$ cat config.mk
export PLATFORM = sky130hd
export DESIGN_NAME = bit_sync_filt
export DESIGN_NICKNAME = d
export VERILOG_FILES = /design/src/rtl/sync_pkg.sv /design/src/rtl/glitch_filter.sv /design/src/rtl/bit_sync_filt.sv
export SDC_FILE = /design/constraint.sdc
export NUM_CORES = 1
export LEC_CHECK = 0
export CAP_MARGIN = 15
export CORE_AREA = 2 2 39 41
export CTS_CLUSTER_DIAMETER = 60
export DETAILED_ROUTE_END_ITERATION = 10
export DIE_AREA = 0 0 41 43
export HOLD_SLACK_MARGIN = 0.08
export SLEW_MARGIN = 10
export SYNTH_ARGS = -nofsm -noshare
export SYNTH_HDL_FRONTEND = slang
export SYNTH_SLANG_ARGS = --single-unit
$ cat constraint.sdc
create_clock -name CLK -period 1.25 [get_ports CLK]
set_clock_uncertainty 0.05 [all_clocks]
set_input_delay 0.125 -clock CLK [delete_from_list [all_inputs] [get_ports CLK]]
set_output_delay 0.125 -clock CLK [all_outputs]
set_load 0.02 [all_outputs]
$ cat src/rtl/sync_pkg.sv
// Shared helpers for the bit synchroniser family: counter sizing and parameter legality.
package sync_pkg;

  localparam int unsigned MIN_BUS_WIDTH  = 1;
  localparam int unsigned MIN_STAGES     = 2;
  localparam int unsigned MIN_FILTER_CNT = 1;

  // Counter width for a filter of n samples; never narrower than one bit.
  function automatic int unsigned cnt_width(input int unsigned n);
    return (n <= 1) ? 1 : $clog2(n);
  endfunction

  // True when the channel count, chain depth and filter length are all legal.
  function automatic bit params_ok(input int unsigned bus_width,
                                   input int unsigned num_stages,
                                   input int unsigned filter_cnt);
    return (bus_width >= MIN_BUS_WIDTH) && (num_stages >= MIN_STAGES) &&
           (filter_cnt >= MIN_FILTER_CNT);
  endfunction

endpackage

$ cat src/rtl/glitch_filter.sv
// One channel of glitch filtering: SYNC follows s only after FILTER_CNT consecutive
// differing samples, with registered one-cycle rise/fall pulses.
//   clk, rst_n : clock, async active-low reset
//   s          : synchronised (chain output) level
//   sync       : filtered level
//   rise, fall : registered edge pulses of sync
//   pulse_c    : combinational next-cycle rise|fall, for the shared CHANGED flop
module glitch_filter
  import sync_pkg::*;
#(
  parameter int unsigned FILTER_CNT = 4,
  parameter logic        RST_VAL    = 1'b0
) (
  input  logic clk,
  input  logic rst_n,
  input  logic s,
  output logic sync,
  output logic rise,
  output logic fall,
  output logic pulse_c
);

  localparam int unsigned CW       = cnt_width(FILTER_CNT);
  localparam logic [CW-1:0] CNT_LAST = CW'(FILTER_CNT - 1);

  logic [CW-1:0] cnt;
  logic [CW-1:0] cnt_nxt;
  logic          sync_nxt;
  logic          rise_nxt;
  logic          fall_nxt;

  // Next-state: any agreeing sample restarts the count.
  always_comb begin
    cnt_nxt  = '0;
    sync_nxt = sync;
    rise_nxt = 1'b0;
    fall_nxt = 1'b0;
    if (s != sync) begin
      if (cnt == CNT_LAST) begin
        sync_nxt = s;
        rise_nxt = s;
        fall_nxt = ~s;
      end else begin
        cnt_nxt = cnt + CW'(1);
      end
    end
  end

  assign pulse_c = rise_nxt | fall_nxt;

  // Filter state and pulse registers.
  always_ff @(posedge clk or negedge rst_n) begin
    if (!rst_n) begin
      cnt  <= '0;
      sync <= RST_VAL;
      rise <= 1'b0;
      fall <= 1'b0;
    end else begin
      cnt  <= cnt_nxt;
      sync <= sync_nxt;
      rise <= rise_nxt;
      fall <= fall_nxt;
    end
  end

endmodule

$ cat src/rtl/bit_sync_filt.sv
// Multi-channel bit synchroniser with per-channel glitch filter and edge pulses.
// Only for independent control/status bits; channels have no mutual coherency.
//   CLK, RST_n : destination clock, async active-low reset
//   ASYNC      : asynchronous inputs, one per channel
//   SYNC       : synchronised, filtered levels
//   RISE, FALL : one-cycle pulses on SYNC 0->1 / 1->0
//   CHANGED    : registered OR of all RISE|FALL
module bit_sync_filt
  import sync_pkg::*;
#(
  parameter int unsigned          BUS_WIDTH  = 1,
  parameter int unsigned          NUM_STAGES = 2,
  parameter int unsigned          FILTER_CNT = 4,
  parameter logic [BUS_WIDTH-1:0] RST_VAL    = '0
) (
  input  logic                 CLK,
  input  logic                 RST_n,
  input  logic [BUS_WIDTH-1:0] ASYNC,
  output logic [BUS_WIDTH-1:0] SYNC,
  output logic [BUS_WIDTH-1:0] RISE,
  output logic [BUS_WIDTH-1:0] FALL,
  output logic                 CHANGED
);

  // Reject illegal configurations at elaboration.
  if (!params_ok(BUS_WIDTH, NUM_STAGES, FILTER_CNT)) begin : g_param_err
    $error("bit_sync_filt: need BUS_WIDTH>=1, NUM_STAGES>=2, FILTER_CNT>=1");
  end

  logic [BUS_WIDTH-1:0] chain [NUM_STAGES];
  logic [BUS_WIDTH-1:0] pulse;

  // Synchroniser flop chain; the last stage feeds the filters.
  always_ff @(posedge CLK or negedge RST_n) begin
    if (!RST_n) begin
      for (int unsigned k = 0; k < NUM_STAGES; k++) begin
        chain[k] <= RST_VAL;
      end
    end else begin
      chain[0] <= ASYNC;
      for (int unsigned k = 1; k < NUM_STAGES; k++) begin
        chain[k] <= chain[k-1];
      end
    end
  end

  // One independent filter per channel.
  for (genvar ch = 0; ch < BUS_WIDTH; ch++) begin : g_chan
    glitch_filter #(
      .FILTER_CNT(FILTER_CNT),
      .RST_VAL   (RST_VAL[ch])
    ) u_filt (
      .clk    (CLK),
      .rst_n  (RST_n),
      .s      (chain[NUM_STAGES-1][ch]),
      .sync   (SYNC[ch]),
      .rise   (RISE[ch]),
      .fall   (FALL[ch]),
      .pulse_c(pulse[ch])
    );
  end

  // CHANGED is registered from the same next-pulse terms, so it aligns with RISE/FALL.
  always_ff @(posedge CLK or negedge RST_n) begin
    if (!RST_n) begin
      CHANGED <= 1'b0;
    end else begin
      CHANGED <= |pulse;
    end
  end

endmodule
After elaboration in Yosys (flattened, before gate mapping)

Cells that the tools add are included.

Register bits: 8
Latch bits: 0
Memory bits (writable): 0
ROM bits: 0
Bits of input ports: 3
Logic and storage cells: 19
Memories kept: 0

Add/subtract/negate cells: 1
$mul: 0
Divide/modulo/power cells: 0
$lt $le $gt $ge: 0
Equal/unequal tests: 2
Shift operators: 0
Mux-type cells: 6
Bitwise gates (word level): 2
Reduce and logical (&&, ||, !) cells: 1

Operators with widths:

| operator                                     | count |
|---|---|
| two-way mux 1 bit                            | 4 |
| two-way mux 2 bit                            | 2 |
| adder 2 x 1 -> 2 bit (second input constant) | 1 |
| equality test 2 bit (second input constant)  | 1 |
| AND reduction 2 bit                          | 1 |
| inequality test 1 bit                        | 1 |
| NOT 1 bit                                    | 1 |
| OR 1 bit                                     | 1 |

Depth between registers and ports, before layout

Gate-level depths: netlist of run 1.

Depth after elaboration: 4
Depth in mapped cells: 3
Gate-level depth less buffers: 3

By module

From an unflattened synthesis of run 1, not the netlist that was laid out.

Cell total of the unflattened synthesis: 18
Area, all modules: 285.3 um^2

By module, submodules not included:

| module        | instances | cells an instance | area an instance (um^2) | sequential area each (um^2) |
|---|---|---|---|---|
| glitch_filter | 1         | 15                | 210.2                   | 125.1 |
| bit_sync_filt | 1         | 3                 | 75.1                    | 75.1 |

Least setup slack after synthesis of run 1

No wires, ideal clock.

Path type: register to register
From: register g_chan[0].u_filt.sync
To: register CHANGED
Data arrival time: 0.842 ns
Data required time: 1.080 ns
Slack: 0.238 ns
Stages on the path, launching flop included: 3
Period minus slack after synthesis: 1.012 ns
Cell sequence: dfrtp_1 > xor2_1 > and2_2

Word-level cells in the longest chain between the ends: 3

RTL lines:

| what                         | RTL line            | text |
|---|---|---|
| from (decl)                  | glitch_filter.sv:17 | `output logic sync,` |
| from (signal assigned)       | glitch_filter.sv:60 | `sync <= sync_nxt;` |
| inequality test 1 bit *      | glitch_filter.sv:38 | `if (s != sync) begin` |
| two-way mux 1 bit            | glitch_filter.sv:38 |  |
| OR 1 bit *                   | glitch_filter.sv:49 | `assign pulse_c = rise_nxt \| fall_nxt;` |
| net g_chan[0].u_filt.pulse_c | glitch_filter.sv:20 | `output logic pulse_c` |
| to (signal assigned)         | bit_sync_filt.sv:68 | `CHANGED <= \|pulse;` |
| to (decl)                    | bit_sync_filt.sv:22 | `output logic CHANGED` |

The timed path passes the listed nets; every way through them passes the cells marked *.
A chain may end at the register's enable or synchronous reset.

Worst setup path in the final report of run 1

From: register g_chan[0].u_filt.sync
To: output SYNC

RTL lines:

| what      | RTL line            | text |
|---|---|---|
| to (decl) | bit_sync_filt.sv:19 | `output logic [BUS_WIDTH-1:0] SYNC,` |

No word-level cell between the ends.

==> out/results.tsv, run 1 <==
metric	value	unit
cts_tree	done	
critPathKind	reg2out	
worst_hold_path_type	in2async	
min_period_over_period	0.921	
cp_data_required_time	1080	ps
cp-start-kind	flip-flop	
vias_per_cell	3.93	
ios	7	
numCtsBuffers	3	
post_cts_buffers	0	
port_buffers	6	
max-slew-margin-rel	0.759	
die_width	41	µm
synth.distinct_cells	10	
coreArea	1380	µm²
overflow	0	
min_period	1150	ps
clock_path_buffers	2	
finalHoldViolCount	0	
route.detailed.drc	0	
firstDrtPassIters	2	
path_max_fanout	4	
syn_nets	22	
wl	408	µm
drt-wirelength-per-cell	9.49	µm
dieArea	1760	µm²
crit_chain	clkdlybuf4s15_1	
p_leak	0.190	nW
max_stage_delay	400	ps
fmax	869	MHz
end_kind	output pin	
fill_cells	140	
fin_nets	33	
timing.rr.start	g_chan[0].u_filt.cnt[0]	
clkTransAtPathRegs	50	ps
power_density	1890	nW/µm²
path_buf_inv	1	
grt_max_degree	9	
yosysWarnings	0	
synth.avg_cell_area	15.2	µm²
grt_pass1_vias	174	
path_delay_family	flip-flops	
ys_seq_area_frac	0.734	
cts_sinks	8	
synth_seq_cells	8	
root_buffer	clkbuf_4	
grtUsageTotal	0.0680	
start_util	0.197	
fin_hold_ws	99.6	ps
stdcell_area	372	µm²
grt_antenna_before_repair	0	
finalSetupTns	0	ps
rsz0062_at_grt	no	
gp_congestion	0.638	
htreeDepth	1	
critPathLaunch	g_chan[0].u_filt.sync	
diodes	0	
vdd_ir_drop_max	764	µV
power	0.703	mW
route.vias.total	169	
setup_violations	0	
drive_above_1_share	0.222	
dp_hpwl	321	µm
maxCapViolations	0	
synthToLayoutAreaGrowth	36.2	%
place_area	353	µm²
critical_path_arrival	980	ps
worst_pin_slew	361	ps
maxSlewViolCount	0	
drtIter0Drc	3	
die_h	43	µm
syn_area	273	µm²
outcome	complete, no violations	
insertion_delay	250	ps
num_rows	14	
grt_pass1_wl	690	µm
postLayoutCoreUtil	0.269	
syn_inst	18	
drtAntennaViolNets	0	
cpMaxStageDelayCell	dfrtp_1	
kinds of logic (layout without fill, tap and decap cells):
kind of cell / count (synthesis) / after routing / share of synthesized area
AOI/OAI and AO/OA: 1 / 1 / 0.0183
xor gates and xnor gates: 1 / 1 / 0.0321
adders and majority gates: 1 / 1 / 0.0459
buffers and inverters: 1 / 10 / 0.0137
DFF: 8 / 8 / 0.734
and+or+nand+nor: 6 / 6 / 0.156
routing by layer:
metal	track usage	routed length [µm]	vias up
li1	-	-	76
met5	0	0	-
met4	0.0200	0	0
met3	0.0942	64	0
met2	0.0875	186	10
met1	0.0598	157	83
flip-flops by register name (all words and copies together), names as in the netlist:
register and flops:
g_chan.u_filt.fall 1, g_chan.u_filt.rise 1, g_chan.u_filt.sync 1, g_chan.u_filt.cnt 2, CHANGED 1, chain 2
timing repair:
action / in CTS / in global routing
gates resized for setup: 4 / 1
endpoints found under the setup margin: 4 / 1
hold buffers: 0 / 0
cells in the mapped netlist (all sizes together):
library cell / instances / area share
xor2: 1 / 0.032
nand2: 1 / 0.014
ha: 1 / 0.046
o21ai: 1 / 0.018
nor2: 1 / 0.014
dfrtp: 8 / 0.73
and2: 2 / 0.055
inv: 1 / 0.014
nor3b: 2 / 0.073
layout by cell type (no fill, tap or decap):
| master | instances |
|---|---|
| dfrtp_1 | 8 |
| clkbuf_4 | 3 |
| dlygate4sd2_1 | 3 |
| and2_2 | 2 |
| clkdlybuf4s50_1 | 2 |
| xor2_1 | 1 |
| nor3b_2 | 1 |
| nand2_1 | 1 |
| nor2_1 | 1 |
| inv_1 | 1 |
| nor3b_1 | 1 |
| o21ai_0 | 1 |
| ha_1 | 1 |
| clkdlybuf4s15_1 | 1 |
metrics by stage:
step / setup WS [ps] / instances
after global placement: 90.8 / 40
after CTS: 53.6 / 43
after global routing: 9.08 / 43
after floorplan: 238 / 18
after detailed placement: 56.7 / 40
final: 99.0 / 43
power by group:
group | switching [mW] | internal, mW | leakage [nW]
Sequential | 0.0358 | 0.311 | 0.103
Clock | 0.0794 | 0.109 | 0.0138
Combinational | 0.0844 | 0.0831 | 0.0725
Total | 0.200 | 0.504 | 0.190
worst paths after layout:
check | slack (ps) | endpoint | cells after the start
setup / recovery | 100 | SYNC | 1
hold / removal | 100 | g_chan[0].u_filt.sync | 1
setup reg to reg | 250 | g_chan[0].u_filt.cnt[1] | 2
hold reg to reg | 310 | chain[0] | 0
max in group asynchronous | 780 | g_chan[0].u_filt.cnt[1] | 1
min in group CLK | 270 | chain[1] | 1
final cells by class:
| class | count | area, µm² | share of cell area |
|---|---|---|---|
| inverters | 1 | 3.75 | 0.0101 |
| repair buffers | 6 | 56.3 | 0.152 |
| clock buffers | 3 | 22.5 | 0.0606 |
| flip-flops and latches | 8 | 200 | 0.539 |
| multi-input cells | 9 | 68.8 | 0.185 |
| well taps | 16 | 20.0 | 0.0539 |
(Power assumes the default switching activity.)
==> inputs of run 2 (changes only) <==
--- a/config.mk
+++ b/config.mk
@@ -12,5 +12,5 @@
 export DIE_AREA = 0 0 41 43
 export HOLD_SLACK_MARGIN = 0.08
-export SLEW_MARGIN = 10
+export SKIP_LAST_GASP = 1
 export SYNTH_ARGS = -nofsm -noshare
 export SYNTH_HDL_FRONTEND = slang
==> constraint.sdc (replaced) <==
create_clock -name CLK -period 1.25 [get_ports CLK]
set_clock_uncertainty 0.05 [all_clocks]
set_input_delay 0.375 -clock CLK [delete_from_list [all_inputs] [get_ports CLK]]
set_output_delay 0.375 -clock CLK [all_outputs]
set_load 0.02 [all_outputs]
==> out/results.tsv, run 2 (synthesis results as in run 1) <==
metric	value	unit
rsz0062_at_grt	no	
r2r_slack	220	ps
cts-hold-fix-buffers	0	
critical_path_arrival	780	ps
dieArea	1760	µm²
gp_congestion	0.661	
min_period_over_period	0.960	
synthToLayoutAreaGrowth	33.0	%
timing.rr.start	g_chan[0].u_filt.sync	
grtUsageTotal	0.0701	
fin_hold_ws	309	ps
path_buf_inv	1	
start_util	0.197	
root_buffer	clkbuf_4	
busiest_layer	met4	
fill_cells	148	
post_cts_buffers	0	
grt_max_degree	9	
route.detailed.drc	0	
clock_path_buffers	2	
drt-wirelength-per-cell	9.70	µm
route.vias.total	165	
vias_per_cell	3.75	
max-slew-margin-rel	0.769	
final_cell_mix	dfrtp_1 (8), buf_2 (4), clkbuf_4 (3), and2_2 (2), clkdlybuf4s50_1 (2)	
maxSlewViolCount	0	
port_buffers	6	
wl	427	µm
largestRegisters	chain (2), g_chan.u_filt.cnt (2)	
pre_cts_ws	-106	ps
firstDrtPassIters	3	
grt_pass1_wl	696	µm
clkTransAtPathRegs	50	ps
layout_setup_ws	49.4	ps
die_width	41	µm
maxCapViolations	0	
min_period	1200	ps
power_density	1980	nW/µm²
vdd_ir_drop_max	526	µV
final_cells	44	
max_stage_delay	370	ps
layout.area.seq	200	µm²
setup_violations	0	
grt_antenna_before_repair	0	
fin_nets	34	
cp-start-kind	flip-flop	
min_to	chain[0]	
drtAntennaViolNets	0	
overflow	0	
rr_worst_depth	3	
power	0.717	mW
dp_hpwl	319	µm
critPathKind	reg2out	
path_delay_family	flip-flops	
ios	7	
cpMaxStageDelayCell	dfrtp_1	
crit_chain	buf_2	
end_kind	output pin	
outcome	complete, no violations	
worst_hold_path_type	reg2reg	
fmax	833	MHz
p_leak	0.187	nW
grtUsageMet3	0.0471	
drive_above_1_share	0.393	
finalSetupTns	0	ps
cts_tree	done	
cts_sinks	8	
num_rows	14	
hold_path_depth	0	
numCtsBuffers	3	
diodes	0	
grt_use_met2	0.0750	
path_max_fanout	2	
grtUsageMet1	0.0700	
reg2reg_to	g_chan[0].u_filt.cnt[1]	
cts_resized	16	
drtIter0Drc	4	
grt_pass1_vias	173	
cp_data_required_time	830	ps
htreeDepth	1	
coreArea	1380	µm²
worst_pin_slew	345	ps
multi_input_area	68.8	µm²
dp_cells	41	
insertion_delay	250	ps
die_h	43	µm
finalHoldViolCount	0	
min_from	chain[1]	
final_common_cell	dfrtp_1	
## run 2: cell type report
cell class / count / share of cell area
inverters: 1 / 0.0103
well taps: 16 / 0.0552
flip-flops and latches: 8 / 0.552
multi-input cells: 9 / 0.190
repair buffers: 7 / 0.131
clock buffers: 3 / 0.0621
## run 2: metrics by stage
stage	util	area [µm²]
finish	0.262	363
global route	0.262	363
CTS	0.262	363
detailed placement	0.260	360
global placement	0.260	360
floorplan	-	273
## run 2: per-layer routing
layer / routed length [µm] / share of wire
met4: 6 / 0.014
met1: 173 / 0.41
met5: 0 / 0
met3: 47 / 0.11
met2: 199 / 0.47
## run 2: power by group
part / leakage (nW) / switching, mW / total, mW / internal [mW]
Clock: 0.0138 / 0.0806 / 0.190 / 0.109
Combinational: 0.0698 / 0.0970 / 0.190 / 0.0926
Sequential: 0.103 / 0.0264 / 0.338 / 0.311
Total: 0.187 / 0.204 / 0.717 / 0.513
## run 2: how the worst max path moves through the flow
stage                               start       to  slack [ps]  cells past startpoint
floorplan           g_chan[0].u_filt.sync  CHANGED         240                      2
global placement    g_chan[0].u_filt.sync     SYNC         -90                      1
detailed placement  g_chan[0].u_filt.sync     SYNC        -110                      1
CTS                 g_chan[0].u_filt.sync     SYNC          30                      1
global route        g_chan[0].u_filt.sync     SYNC           4                      1
finish              g_chan[0].u_filt.sync     SYNC          50                      1
==> inputs of run 3 (changes only) <==
ABC_AREA = 1   (was not set)
RECOVER_POWER = 50   (was not set)
==> out/results.tsv, run 3 <==
metric	value	unit
grtUsageTotal	0.0587	
drtAntennaViolNets	0	
max-slew-margin-rel	0.769	
synthMuxAreaShare	0	
cts-hold-fix-buffers	0	
met1_length	142	µm
drive_above_1_share	0.286	
gp_congestion	0.666	
r2r_slack	260	ps
final_cell_mix	dfrtp_1 (8), inv_1 (5), buf_2 (4), nand2_1 (3), clkbuf_4 (3)	
maxCapViolations	0	
numCtsBuffers	3	
wl_met3	77	µm
crit_cells	1	
hold_path_depth	0	
cts_tree	done	
critPathKind	reg2out	
die_h	43	µm
vias_per_cell	3.73	
yosys.area_share.xor_xnor	0	
grt_max_degree	9	
min_period_over_period	0.957	
wl	361	µm
cts_sinks	8	
synthTopCellsByCount	dfrtp_1 (8), inv_1 (5), nand2_1 (3)	
num_rows	14	
rsz0062_at_grt	no	
finalHoldViolCount	0	
synthToLayoutAreaGrowth	32.0	%
worst_pin_slew	345	ps
path_buf_inv	1	
power	0.711	mW
cpMaxStageDelayCell	dfrtp_1	
pre_cts_ws	-97.8	ps
htreeDepth	1	
outcome	complete, no violations	
synthAdderAreaFrac	0.0444	
clock_path_buffers	2	
vdd_ir_drop_max	1030	µV
yosysMostFrequentCell	dfrtp_1	
layout_setup_ws	53.7	ps
firstDrtPassIters	4	
insertion_delay	250	ps
die_width	41	µm
clkTransAtPathRegs	50	ps
synth_top_area_cell	dfrtp_1	
route.vias.total	190	
end_kind	output pin	
yosys-top-cells-area	dfrtp_1 (71%), inv_1 (6.7%), ha_1 (4.4%)	
coreArea	1380	µm²
dp_cells	48	
route.detailed.drc	0	
setup_violations	0	
synth_top_family_by_area	simple AND/OR/NAND/NOR gates	
worst_hold_path_type	reg2reg	
drt-wirelength-per-cell	7.08	µm
final_common_cell	dfrtp_1	
min_to	chain[0]	
port_buffers	6	
overflow	0	
path_delay_family	flip-flops	
fmax	836	MHz
ys_seq_area_frac	0.711	
p_leak	0.209	nW
min_period	1200	ps
max_stage_delay	370	ps
path_max_fanout	2	
timing.rr.start	g_chan[0].u_filt.cnt[0]	
min_from	chain[1]	
ios	7	
synth.avg_cell_area	11.3	µm²
dieArea	1760	µm²
root_buffer	clkbuf_4	
place_area	369	µm²
largestRegisters	chain (2), g_chan.u_filt.cnt (2)	
cp_data_required_time	830	ps
crit_chain	buf_2	
critical_path_arrival	770	ps
postLayoutCoreUtil	0.269	
syn_area	282	µm²
cp-start-kind	flip-flop	
synth_top_area_frac	0.711	
ys.flop_type	dfrtp_1	
reg2reg_to	g_chan[0].u_filt.cnt[0]	
stdcell_area	372	µm²
syn_nets	29	
yosysWarnings	0	
grt_pass1_wl	607	µm
syn_inst	25	
maxSlewViolCount	0	
rr_worst_depth	4	
synth.distinct_cells	10	
routed.top_layer	met3	
synth_seq_cells	8	
critPathLaunch	g_chan[0].u_filt.sync	
grt_pass1_vias	155	
grt_antenna_before_repair	0	
diodes	0	
drtIter0Drc	10	
wl_met2	141	µm
final_cells	51	
synth_edf_count	0	
synth_compound_area_frac	0.0711	
fin_nets	41	
ys_async_sr_fraction	1.00	
power_density	1910	nW/µm²
start_util	0.203	
synth-simple-area-share	0.0933	
[run 3: through the flow]
stage,setup TNS [ps],hold slack [ps]
6_report,0,295
5_1_grt,0,318
4_1_cts,0,299
3_5_place_dp,-289,288
3_3_place_gp,-271,284
2_1_floorplan,0,29.4
[run 3: report_power, final]
group / total (mW) / internal, mW / switching, mW / leakage, nW
sequential: 0.329 / 0.310 / 0.0197 / 0.103
combinational: 0.198 / 0.0798 / 0.118 / 0.0921
clock: 0.184 / 0.109 / 0.0751 / 0.0138
[run 3: layout make-up]
| type | count | area [µm²] |
|---|---|---|
| Timing Repair Buffer | 7 | 47.5 |
| Inverter | 6 | 22.5 |
| Tap cell | 16 | 20.0 |
| Sequential cell | 8 | 200 |
| Multi-Input combinational cell | 11 | 58.8 |
| Fill cell | 151 | 1010 |
| Clock buffer | 3 | 22.5 |
[run 3: what timing repair did]
item	in CTS	in global routing
gates resized for setup	16	0
setup endpoints to repair	4	0
setup buffers	0	0
[run 3: kinds of logic after synthesis]
| family | count (synthesis) |
|---|---|
| AOI/OAI and AO/OA | 4 |
| DFF | 8 |
| buffers and inverters | 6 |
| adders and majority gates | 1 |
| and+or+nand+nor | 6 |
[run 3: layer usage]
metal,vias up,GRT usage
met5,-,0
met4,0,0
met3,0,0.0942
met2,12,0.0594
met1,82,0.0693
li1,96,-
[run 3: worst max path at each step]
stage,endpoint
after floorplan,g_chan[0].u_filt.cnt[0]
after global placement,SYNC
after detailed placement,SYNC
after CTS,SYNC
after global routing,SYNC
final,SYNC
==> patch (settings of run 1) <==
Add an input register stage for `ASYNC`, without a reset; this delays it by one clock.
--- a/src/rtl/bit_sync_filt.sv
+++ b/src/rtl/bit_sync_filt.sv
@@ -23,4 +23,10 @@
 );
 
+  logic [BUS_WIDTH-1:0] ASYNC_q;
+
+  always_ff @(posedge CLK) begin
+    ASYNC_q <= ASYNC;
+  end
+
   // Reject illegal configurations at elaboration.
   if (!params_ok(BUS_WIDTH, NUM_STAGES, FILTER_CNT)) begin : g_param_err
@@ -38,5 +44,5 @@
       end
     end else begin
-      chain[0] <= ASYNC;
+      chain[0] <= ASYNC_q;
       for (int unsigned k = 1; k < NUM_STAGES; k++) begin
         chain[k] <= chain[k-1];
Formal check against the unedited RTL: not equivalent (Yosys sat finds a counterexample within 10 cycles, from zero or initial values and one cycle with RST_n low).
==> patch against run 1 <==
Routed wire length grew 15%. Sequential power is 6.6% higher. Register-to-register slack lost 0.06 ns. Sequential cell count increased by 1. Worst setup slack improved by 0.035 ns. Synthesized area increased by 7.3%. Critical path depth unchanged. Final area grew 8.1%. Power rose by 12%. Largest cell class unchanged.
==> patch: results (changes against run 1) <==
Status
Run status: finished clean (unchanged).

Clock tree
The clock root buffer is clkbuf_4 (unchanged). The maximum buffer depth of the clock tree is 2 (unchanged). Clock-pin slew was measured on the worst setup and hold paths at 0.06 ns. The depth of the CTS H-tree came to 1 (unchanged). The total clock buffers created by CTS is 3 (unchanged). The clock latency of the later-clocked register in the worst-skew pair is 0.25 ns (about the same).

Setup path
The worst setup path endpoint is SYNC (unchanged). The worst-path maximum fanout was 2 (was 4). The longest individual stage delay on the worst path was 0.37 ns (was 0.40 ns). The endpoint arrival time on the critical path was 0.94 ns (was 0.98 ns).

The cell count of the worst reg-to-reg path is 3 (was 2). The end of the worst register-to-register path was g_chan[0].u_filt.cnt[0] (was g_chan[0].u_filt.cnt[1]). The start point of the critical path is g_chan[0].u_filt.sync (unchanged). The kind of cell adding the most delay to the critical path is flip-flops (unchanged). The minimum setup slack among reg-to-reg paths was 0.19 ns (was 0.25 ns). The standard cell with the maximum stage delay on the critical path is dfrtp_1 (unchanged).

Final layout
The net count of the finished layout came to 35 (was 33). The fill cell total of the finished layout is 150 (was 140). The fraction of final layout cells with drive strength greater than 1 is 23.3% (was 22.2%).

Biggest registers after layout: chain x2, g_chan.u_filt.cnt x2 (unchanged). The count of inserted antenna diode cells is 0 (unchanged).

GRT
The via count of the first global-routing pass is 214 (was 174). The maximum number of pins on one net before global-route repair is 9 (unchanged). The number of antenna violations at the first check in global routing is 0 (unchanged). The total routing resource utilization after global routing came to 8.65% (was 6.80%). The first-pass GRT wire length is 876 µm (was 690 µm).

Power and ir drop
The leakage power figure is 0.206 nW (was 0.190 nW). The worst ir drop on vdd is 727 µV (was 764 µV).

Drt
The first-pass iteration count of the detailed router is 2 (unchanged). The number of DRC markers in iteration 0 is 2 (was 3). The average vias per placed instance is 3.89 (was 3.93). The final routed wirelength across all metal layers is 469 µm (was 408 µm).

Synth
The number of warning messages in the yosys log is 0 (unchanged). The share of flip-flops with an asynchronous set or reset after synthesis is 88.9% (was 100%). The number of nets produced by synthesis is 23 (was 22). Top cells by count, synth: dfrtp_1, and2_2 (unchanged). The register area share after synthesis came to 75.2% (was 73.4%). Dominant cells by area after synthesis: dfrtp_1, dfxtp_1, and2_2 (was dfrtp_1, and2_2, ha_1). The distinct cell type count after synthesis is 11 (was 10).

Placement
The quantity of I/O buffers inserted on ports is 6 (unchanged). The final estimated routing congestion in global placement was 0.562 (was 0.638).

Timing
The relative slew slack is 77.1% (was 75.9%).

Worst hold path
The path class of the lowest-slack min-delay path is in -> async (unchanged).
==> patch: power breakdown <==
group | internal, mW | total, mW | switching [mW]
sequential | 0.344 | 0.370 | 0.0256
clock | 0.123 | 0.217 | 0.0940
combinational | 0.0981 | 0.199 | 0.101
total | 0.565 | 0.786 | 0.220
==> patch: cell type report <==
class / instances / area share [%]
inverter: 1 / 0.935
clock buffer: 4 / 6.54
sequential: 9 / 54.8
timing repair buffer: 7 / 15.6
tap: 16 / 4.98
multi-input combinational: 9 / 17.1
==> patch: how the worst min path moves through the flow <==
stage                     cells after the start  slack (ns)  startpoint                    end
after floorplan                               0       -0.22       RST_n                CHANGED
after global placement                        0        0.27     ASYNC_q               chain[1]
after detailed placement                      0        0.28     ASYNC_q               chain[1]
after CTS                                     1        0.09       RST_n  g_chan[0].u_filt.fall
after global routing                          1        0.11       RST_n  g_chan[0].u_filt.sync
final                                         1        0.09       RST_n               chain[0]
==> patch: what timing repair did <==
action,4_1_cts,5_1_grt
resized for setup,4,0
setup buffers,0,0
endpoints found under the setup margin,4,0
==> patch: logic make-up (layout without fill, tap and decap cells) <==
kind of cell | after synthesis | after routing | share of synthesized area [%]
buffers and inverters | 1 | 12 | 1.28
AND/OR/NAND/NOR | 6 | 6 | 14.5
XOR/XNOR | 1 | 1 | 2.99
flip-flops | 9 | 9 | 75.2
adder cells (fa/ha/maj) | 1 | 1 | 4.27
AO/OA/AOI/OAI | 1 | 1 | 1.71
==> patch: layer usage <==
metal / up-vias / GRT usage, % / share of wire [%]
met3: 2 / 6.28 / 7.9
met1: 88 / 7.05 / 36
met2: 7 / 12.5 / 54
met4: 0 / 8.00 / 1.9
li1: 82 / - / -
met5: - / 0 / 0
==> patch: per-stage QoR <==
stage               area (µm²)  total power, mW  cells  util [%]  setup slack, ns
floorplan                  293            0.490     19         -            0.238
global placement           380            0.575     42      27.5            0.155
detailed placement         380            0.599     42      27.5            0.152
CTS                        402            0.803     46      29.0            0.121
global route               402            0.857     46      29.0           0.0714
finish                     402            0.786     46      29.0            0.134
